[config.mk]
export PLATFORM = sky130hd
export DESIGN_NAME = alarm_controller
export DESIGN_NICKNAME = d
export VERILOG_FILES = /design/src/rtl/alarm_controller.sv
export SDC_FILE = /design/constraint.sdc
export NUM_CORES = 1
export LEC_CHECK = 0
export BUFFER_PORTS_ARGS = -buffer_cell sky130_fd_sc_hd__clkbuf_2
export CAP_MARGIN = 20
export CORE_MARGIN = 10
export CORE_UTILIZATION = 50
export DETAILED_ROUTE_END_ITERATION = 10
export PLACE_DENSITY_LB_ADDON = 0.3
export SYNTH_ARGS = -nofsm -noshare
export SYNTH_HDL_FRONTEND = slang
export SYNTH_SLANG_ARGS = --single-unit
[constraint.sdc]
create_clock -name clk_i -period 5.3 [get_ports clk_i]
set_clock_uncertainty 0.05 [all_clocks]
set_input_delay 1.325 -clock clk_i [delete_from_list [all_inputs] [get_ports clk_i]]
set_output_delay 1.325 -clock clk_i [all_outputs]
set_load 0.005 [all_outputs]
[src/rtl/alarm_controller.sv]
// alarm_controller: arm/exit/entry/siren sequencer that drives the enable of the zone-OR alarm path.
module alarm_controller #(
  parameter logic [7:0] EXIT_TIME  = 8'd30,
  parameter logic [7:0] ENTRY_TIME = 8'd15,
  parameter logic [7:0] SIREN_TIME = 8'd120,
  parameter logic [3:0] ENTRY_MASK = 4'b0001
) (
  input  logic       clk_i,
  input  logic       rst_i,
  input  logic       tick_i,
  input  logic [3:0] sensor_i,
  input  logic       arm_i,
  input  logic       disarm_i,
  output logic       enable_o,
  output logic       siren_o,
  output logic [2:0] state_o,
  output logic [7:0] count_o,
  output logic [3:0] zone_latch_o,
  output logic       arm_fault_o
);
  typedef enum logic [2:0] {
    S_DISARMED = 3'd0,
    S_EXIT     = 3'd1,
    S_ARMED    = 3'd2,
    S_ENTRY    = 3'd3,
    S_ALARM    = 3'd4
  } state_e;

  state_e     state_q, state_d;
  logic [7:0] count_q, count_d;
  logic [3:0] zone_q, zone_d;
  logic       fault_q, fault_d;
  logic       inst, del;

  assign inst = |(sensor_i & ~ENTRY_MASK);
  assign del  = |(sensor_i & ENTRY_MASK);

  always_ff @(posedge clk_i or posedge rst_i) begin
    if (rst_i) begin
      state_q <= S_DISARMED;
      count_q <= '0;
      zone_q  <= '0;
      fault_q <= 1'b0;
    end else begin
      state_q <= state_d;
      count_q <= count_d;
      zone_q  <= zone_d;
      fault_q <= fault_d;
    end
  end

  // Disarm overrides everything; a reload on a transition swallows a coincident tick.
  always_comb begin
    state_d = state_q;
    count_d = count_q;
    zone_d  = zone_q;
    fault_d = 1'b0;
    if (disarm_i) begin
      state_d = S_DISARMED;
      count_d = '0;
    end else begin
      case (state_q)
        S_DISARMED: if (arm_i) begin
          if (sensor_i == 4'd0) begin
            state_d = S_EXIT;
            count_d = EXIT_TIME;
            zone_d  = '0;
          end else fault_d = 1'b1;
        end
        S_EXIT: if (tick_i && count_q != 8'd0) begin
          count_d = count_q - 8'd1;
          state_d = (count_q == 8'd1) ? S_ARMED : S_EXIT;
        end
        S_ARMED: if (inst || del) begin
          state_d = inst ? S_ALARM : S_ENTRY;
          count_d = inst ? SIREN_TIME : ENTRY_TIME;
          zone_d  = (zone_q == 4'd0) ? sensor_i : zone_q;
        end
        S_ENTRY: if (inst || (tick_i && count_q == 8'd1)) begin
          state_d = S_ALARM;
          count_d = SIREN_TIME;
        end else if (tick_i && count_q > 8'd1) count_d = count_q - 8'd1;
        S_ALARM: if (tick_i && count_q != 8'd0) begin
          count_d = count_q - 8'd1;
          state_d = (count_q == 8'd1) ? S_ARMED : S_ALARM;
        end
        default: begin
          state_d = S_DISARMED;
          count_d = '0;
        end
      endcase
    end
  end

  assign state_o      = state_q;
  assign count_o      = count_q;
  assign zone_latch_o = zone_q;
  assign arm_fault_o  = fault_q;
  assign enable_o     = (state_q == S_ARMED) || (state_q == S_ENTRY) || (state_q == S_ALARM);
  assign siren_o      = (state_q == S_ALARM);
endmodule
=== Word level (Yosys, flattened, before mapping) ===
Index checks and enable logic that the tools add are counted.

* Register bits: 16
* Bits in latches: 0
* RAM bits: 0
* Bits in read-only memories: 0
* Bits of input ports: 9
* Output and inout port bits: 18
* Word-level logic and storage cells: 70
* Memories kept: 0

* Add/sub/neg operators: 1
* Multiply operators: 0
* Divide/modulo/power cells: 0
* Order comparisons: 1
* Eq/ne operators: 17
* Shift-type cells: 0
* Multiplexer cells: 29
* Bitwise gates (word level): 1
* Reductions and logical operators: 17

{| class="wikitable"
|+ Operator list
! operator !! count
|-
| 8-bit two-way mux || 7
|-
| 8-bit one-hot mux with 4 select lines || 1
|-
| 3-bit two-way mux || 9
|-
| 4-bit two-way mux || 4
|-
| 3-bit inequality test (second input constant) || 5
|-
| 3-bit one-hot mux with 5 select lines || 1
|-
| 6-bit AND reduction || 2
|-
| 8-bit by 1-bit equality test with 1-bit output (second input constant) || 1
|-
| 8-bit by 1-bit > comparator with 1-bit output (second input constant) || 1
|-
| 4-bit zero test || 2
|-
| 2-bit inequality test (second input constant) || 4
|-
| 4-bit one-hot mux with 2 select lines || 1
|-
| 8-bit nonzero test || 1
|-
| 8-bit by 1-bit subtractor with 8-bit output (second input constant) || 1
|-
| 7-bit two-way mux || 1
|-
| 3-bit by 2-bit equality test with 1-bit output (second input constant) || 2
|-
| 5-bit AND reduction || 1
|-
| 1-bit logical OR || 4
|-
| 1-bit two-way mux || 4
|-
| 4-bit inequality test (second input constant) || 1
|-
| 3-bit by 1-bit equality test with 1-bit output (second input constant) || 1
|-
| 3-bit equality test (second input constant) || 1
|-
| 1-bit logical AND || 3
|-
| 3-bit zero test || 1
|-
| other kinds (7) || 7
|}

=== Longest topological paths before layout ===
* Word-level depth: 6
* Gate-level depth with buffers: 7
* Depth with buffers taken out: 7

=== Least setup slack after synthesis ===
No wires, ideal clock.

* Path kind: input to register
* Start: input port sensor_i[1]
* End: register count_q[0], in the netlist count_o[0]
* Arrival: 2.672 ns
* Required time: 5.125 ns
* Setup slack: 2.453 ns
* Stages on the path: 6
* Cells stage by stage: or3_1 -> clkbuf_1 -> o21ai_1 -> a32oi_2 -> nand2_4 -> mux2_4

* Cells in the longest elaborated chain, start to end: 5

{| class="wikitable"
|+ RTL lines
! element !! RTL line !! RTL
|-
| from (decl) || 11 || <nowiki>input logic [3:0] sensor_i,</nowiki>
|-
| 3-bit OR reduction || 35 || <nowiki>assign inst = |(sensor_i & ~ENTRY_MASK);</nowiki>
|-
| 7-bit two-way mux or 1-bit logical OR (tied branches) || 76, 79 ||
|-
| 8-bit two-way mux (on tied branches) || 74, 79 ||
|-
| 8-bit one-hot mux with 4 select lines || 62 || <nowiki>case (state_q)</nowiki>
|-
| 8-bit two-way mux || 58 || <nowiki>if (disarm_i) begin</nowiki>
|-
| to (signal assigned) || 46 || <nowiki>count_q <= count_d;</nowiki>
|-
| to (decl) || 30 || <nowiki>logic [7:0] count_q, count_d;</nowiki>
|}

Parallel ways exist; a longest one is shown, timed or not. The select of a mux whose other input is x is not followed.
A chain may end at the register's enable or synchronous reset.

=== Final worst setup path ===
* Start: register state_q[0], in the netlist state_o[0]
* End: output port enable_o

* Cells in the longest elaborated chain, start to end: 3

{| class="wikitable"
|+ RTL lines
! element !! RTL line !! RTL
|-
| from (decl) || 29 || <nowiki>state_e state_q, state_d;</nowiki>
|-
| from (signal assigned) || 45 || <nowiki>state_q <= state_d;</nowiki>
|-
| 3-bit by 2-bit equality test with 1-bit output || 99 || <nowiki>assign enable_o = (state_q == S_ARMED) || (state_q == S_ENTRY) || (state_q == S_ALARM);</nowiki>
|-
| 1-bit logical OR || 99 ||
|-
| 1-bit logical OR * || 99 ||
|-
| to (decl) || 14 || <nowiki>output logic enable_o,</nowiki>
|}

Every way passes the cells marked *; elsewhere a longest branch is shown, timed or not.

==> impl_results.md <==
- Outcome: finished, final reports clean
- Remaining antenna violation count: 0
- Syn nets: 161
- PwrDens: 538 mW/mm2
- P_leak: 0.690 nW
- Hold slack: ~0.5 ns
- CTS Root Cell: clkbuf_4
- Worst-path maximum fanout: 19
- P_int: 0.423 mW
- Slew Limit Headroom: around 45%
- Reg-to-reg startpoint: count_o[0]
- Type of origin of the critical path: flop
- Critical setup path kind: reg2out
- Final cell count without fillers: 202
- Antenna cells: 0
- Post-synthesis register bit count: 16
- Total grt overflow: 0
- Die Wd: 71.0 um
- Initial antenna violation count: 0
- Cells along the critical path: nor2_1 > nand2_1 > nand2_1 > clkbuf_2
- Async set-reset flop share out of synthesis: 100%
- Share of the synthesized area in the top cell type: between 30 and 40%
- R2r worst-path depth: 7
- Post-DR vias/cell: 6.53
- Flop pwr share: about a third
- Critical Path RT: 3.92 ns
- Post-synthesis compound-gate area fraction: roughly 28%
- Core area: roughly 0.0025 mm2
- Most area-consuming cells after synthesis: dfrtp_1 (31%), mux2_4 (3.5%), inv_1 (3.2%), nand2_1 (3.2%), nor2_1 (3.2%)
- Post-DP HPWL: 2630 um
- Number of fillers in the final layout: between 200 and 250
- Post-route clock period utilization: 56.4%
- Critical path endpoint: enable_o
- Clock sinks: 16
- Port Buf Inserts: 26
- RSZ-0062 raised after global routing: false
- I/O pin count: 27
- Fin nets: about 190
- Largest net degree at the start of global routing: 20
- Register area share after synthesis: 30.8%
- CP dominant cell by count: nand2_1
- Drt wl/cell: ~18 um
- First-pass GRT wire length: 6070 um
- Syn_area_per_cell: 8.72 um2
- Min Tclk post-route: 2.99 ns
- Area leader, netlist: dfrtp_1
- R2R setup slack: 2.86 ns
- Detailed-route DRC error count: 0
- # resized after CTS: 0
- GRT Util Overall: 14.1%
- Placed instance count: 198
- Worst Hold Class: reg2reg
- Clock tree from TritonCTS: built
- Detailed Route Iter0 Violations: 91
- Switching share of total power: between 40% and 50%
- Worst setup EP type: output port
- TritonRoute pass-1 iters: 7
- Crit path max-delay cell type: dfrtp_1
- Power share of the combinational group: 57.4%
- Setup_tns: 0 ns
- Peak supply drop: 0.301 mV
- Number of synthesized flops with an enable pin: 0
- Count leader, synth: dfrtp_1
- Pwr Total: 0.792 mW
- Vias in the first global route: approximately 1200
- Post-Synth Adder-Cell Area: 2.89%
- Initial cell density of the core: 52.4%
- Max-Cap Viols: 0
- Layout area overhead: 13.4%
- Synth Area in XOR/XNOR: around 2%
- Place WS: 2.19 ns
- Clk pwr share: 10.8%
- Setup violations, final: 0
- Clock H-tree levels: 1
- CP max stage delay: 0.60 ns
- CTS max path bufs: 2
- CTS clock-pin slew for the worst setup and hold paths: 0.11 ns
- Max Clock Freq: 335 MHz
- Final WL: around 3600 um
- Synthesized instance count: 149
- Endpoints failing hold: 0
- Unique masters post-synth: 49
- Share of cells above drive strength 1: 24.4%
- Worst skew pair latency: 0.30 ns
- Die Y: just over 70 um
- Mapped Area: 0.00130 mm2
- Standard-cell rows: 18
- Max Slew Vio Count: 0
- Vias: roughly 1300
- Worst EP arrival: 1.61 ns
- Main combinational cell family by area after synthesis: compound AO/OA/AOI/OAI gates
- Synth Area in Simple Gates: 24.5%
- R2r endpoint: count_o[3]
- Post-synth top cells: dfrtp_1 (16), inv_1 (11), nand2_1 (11), nor2_1 (11)
- Switching power: 0.369 mW
- Multiplexer area fraction after synthesis: 6.55%
- CTS buffer count: 3
- Slack of the critical path: approximately 2.3 ns
- Worst setup startpoint: state_o[0]
- GPL Wtd Cong: 0.901
- Full die area: 0.00504 mm2
- Worst Max-Slew Pin Slew: 0.819 ns
- YS warnings: 0
- Setup bufs post-CTS: 0
- CTS Hold Bufs: 0
- Post-synth top flop: dfrtp_1
metrics by stage:
stage / instance area [um2] / utilization (%)
3_3_place_gp: 1440 / 58.0
6_report: 1470 / 59.4
3_5_place_dp: 1440 / 58.0
5_1_grt: 1470 / 59.4
2_1_floorplan: 1300 / -
4_1_cts: 1470 / 59.4
routing by layer:
layer	vias up	share of wire [%]	GRT usage, %
met5	-	0	0
met4	0	1.3	5.16
met2	69	49	22.6
met3	9	8.5	3.21
met1	629	41	18.1
li1	613	-	-
worst min path at each step:
stage	from	endpoint	slack, ns	depth (start not counted)
2_1_floorplan	zone_latch_o[0]	zone_latch_o[0]	0.49	2
3_3_place_gp	zone_latch_o[0]	zone_latch_o[0]	0.49	2
3_5_place_dp	zone_latch_o[1]	zone_latch_o[1]	0.50	2
4_1_cts	zone_latch_o[1]	zone_latch_o[1]	0.51	2
5_1_grt	zone_latch_o[1]	zone_latch_o[1]	0.53	2
6_report	zone_latch_o[1]	zone_latch_o[1]	0.50	2
kinds of logic (layout without fill, tap and decap cells):
family,after synthesis,in the layout
AO/OA/AOI/OAI,46,46
XOR/XNOR,3,3
adder cells (fa/ha/maj),3,3
buffers and inverters,18,41
flip-flops,16,16
multiplexers,7,7
AND/OR/NAND/NOR,56,56
state kept, by name, summed over array words and instances, names as in the netlist:
| name | cells |
|---|---|
| state_o | 3 |
| zone_latch_o | 4 |
| arm_fault_o | 1 |
| count_o | 8 |
power groups by stage:
stage	registers, mW	logic [mW]	clock network [mW]
after detailed placement	0.252	0.450	0
after floorplan	0.222	0.344	0
after global placement	0.249	0.441	0
final	0.252	0.454	0.0855
after global routing	0.262	0.502	0.0906
after CTS	0.249	0.452	0.0858
cell usage in the layout (no fill, tap or decap), drive strengths merged, types with 2 or more instances in the layout:
cell type  count
a211oi         4
a21boi         2
a21o           2
a21oi          8
a22o           2
a31oi          3
clkbuf        30
dfrtp         16
ha             3
inv           11
mux2           3
mux2i          4
nand2         12
nand2b         3
nand3          4
nand4          2
nor2          11
nor3           9
nor3b          3
nor4           3
o21ai          5
o22a           3
o31ai          5
o32a           2
or2            2
xnor2          2
layout make-up:
cell class              count  area, um2  area share, %
multi-input cells         115        827           56.2
flip-flops and latches     16        400           27.2
repair buffers             26        130           8.84
inverters                  11       41.3           2.80
well taps                  30       37.5           2.55
clock buffers               4       36.3           2.46
worst max-delay path: cells and delay by family (launching register included):
kind	cells	cell delay, ns
simple gates	3	0.60
buf+inv	1	0.12
flops	1	0.60
(Power assumes the default switching activity.)
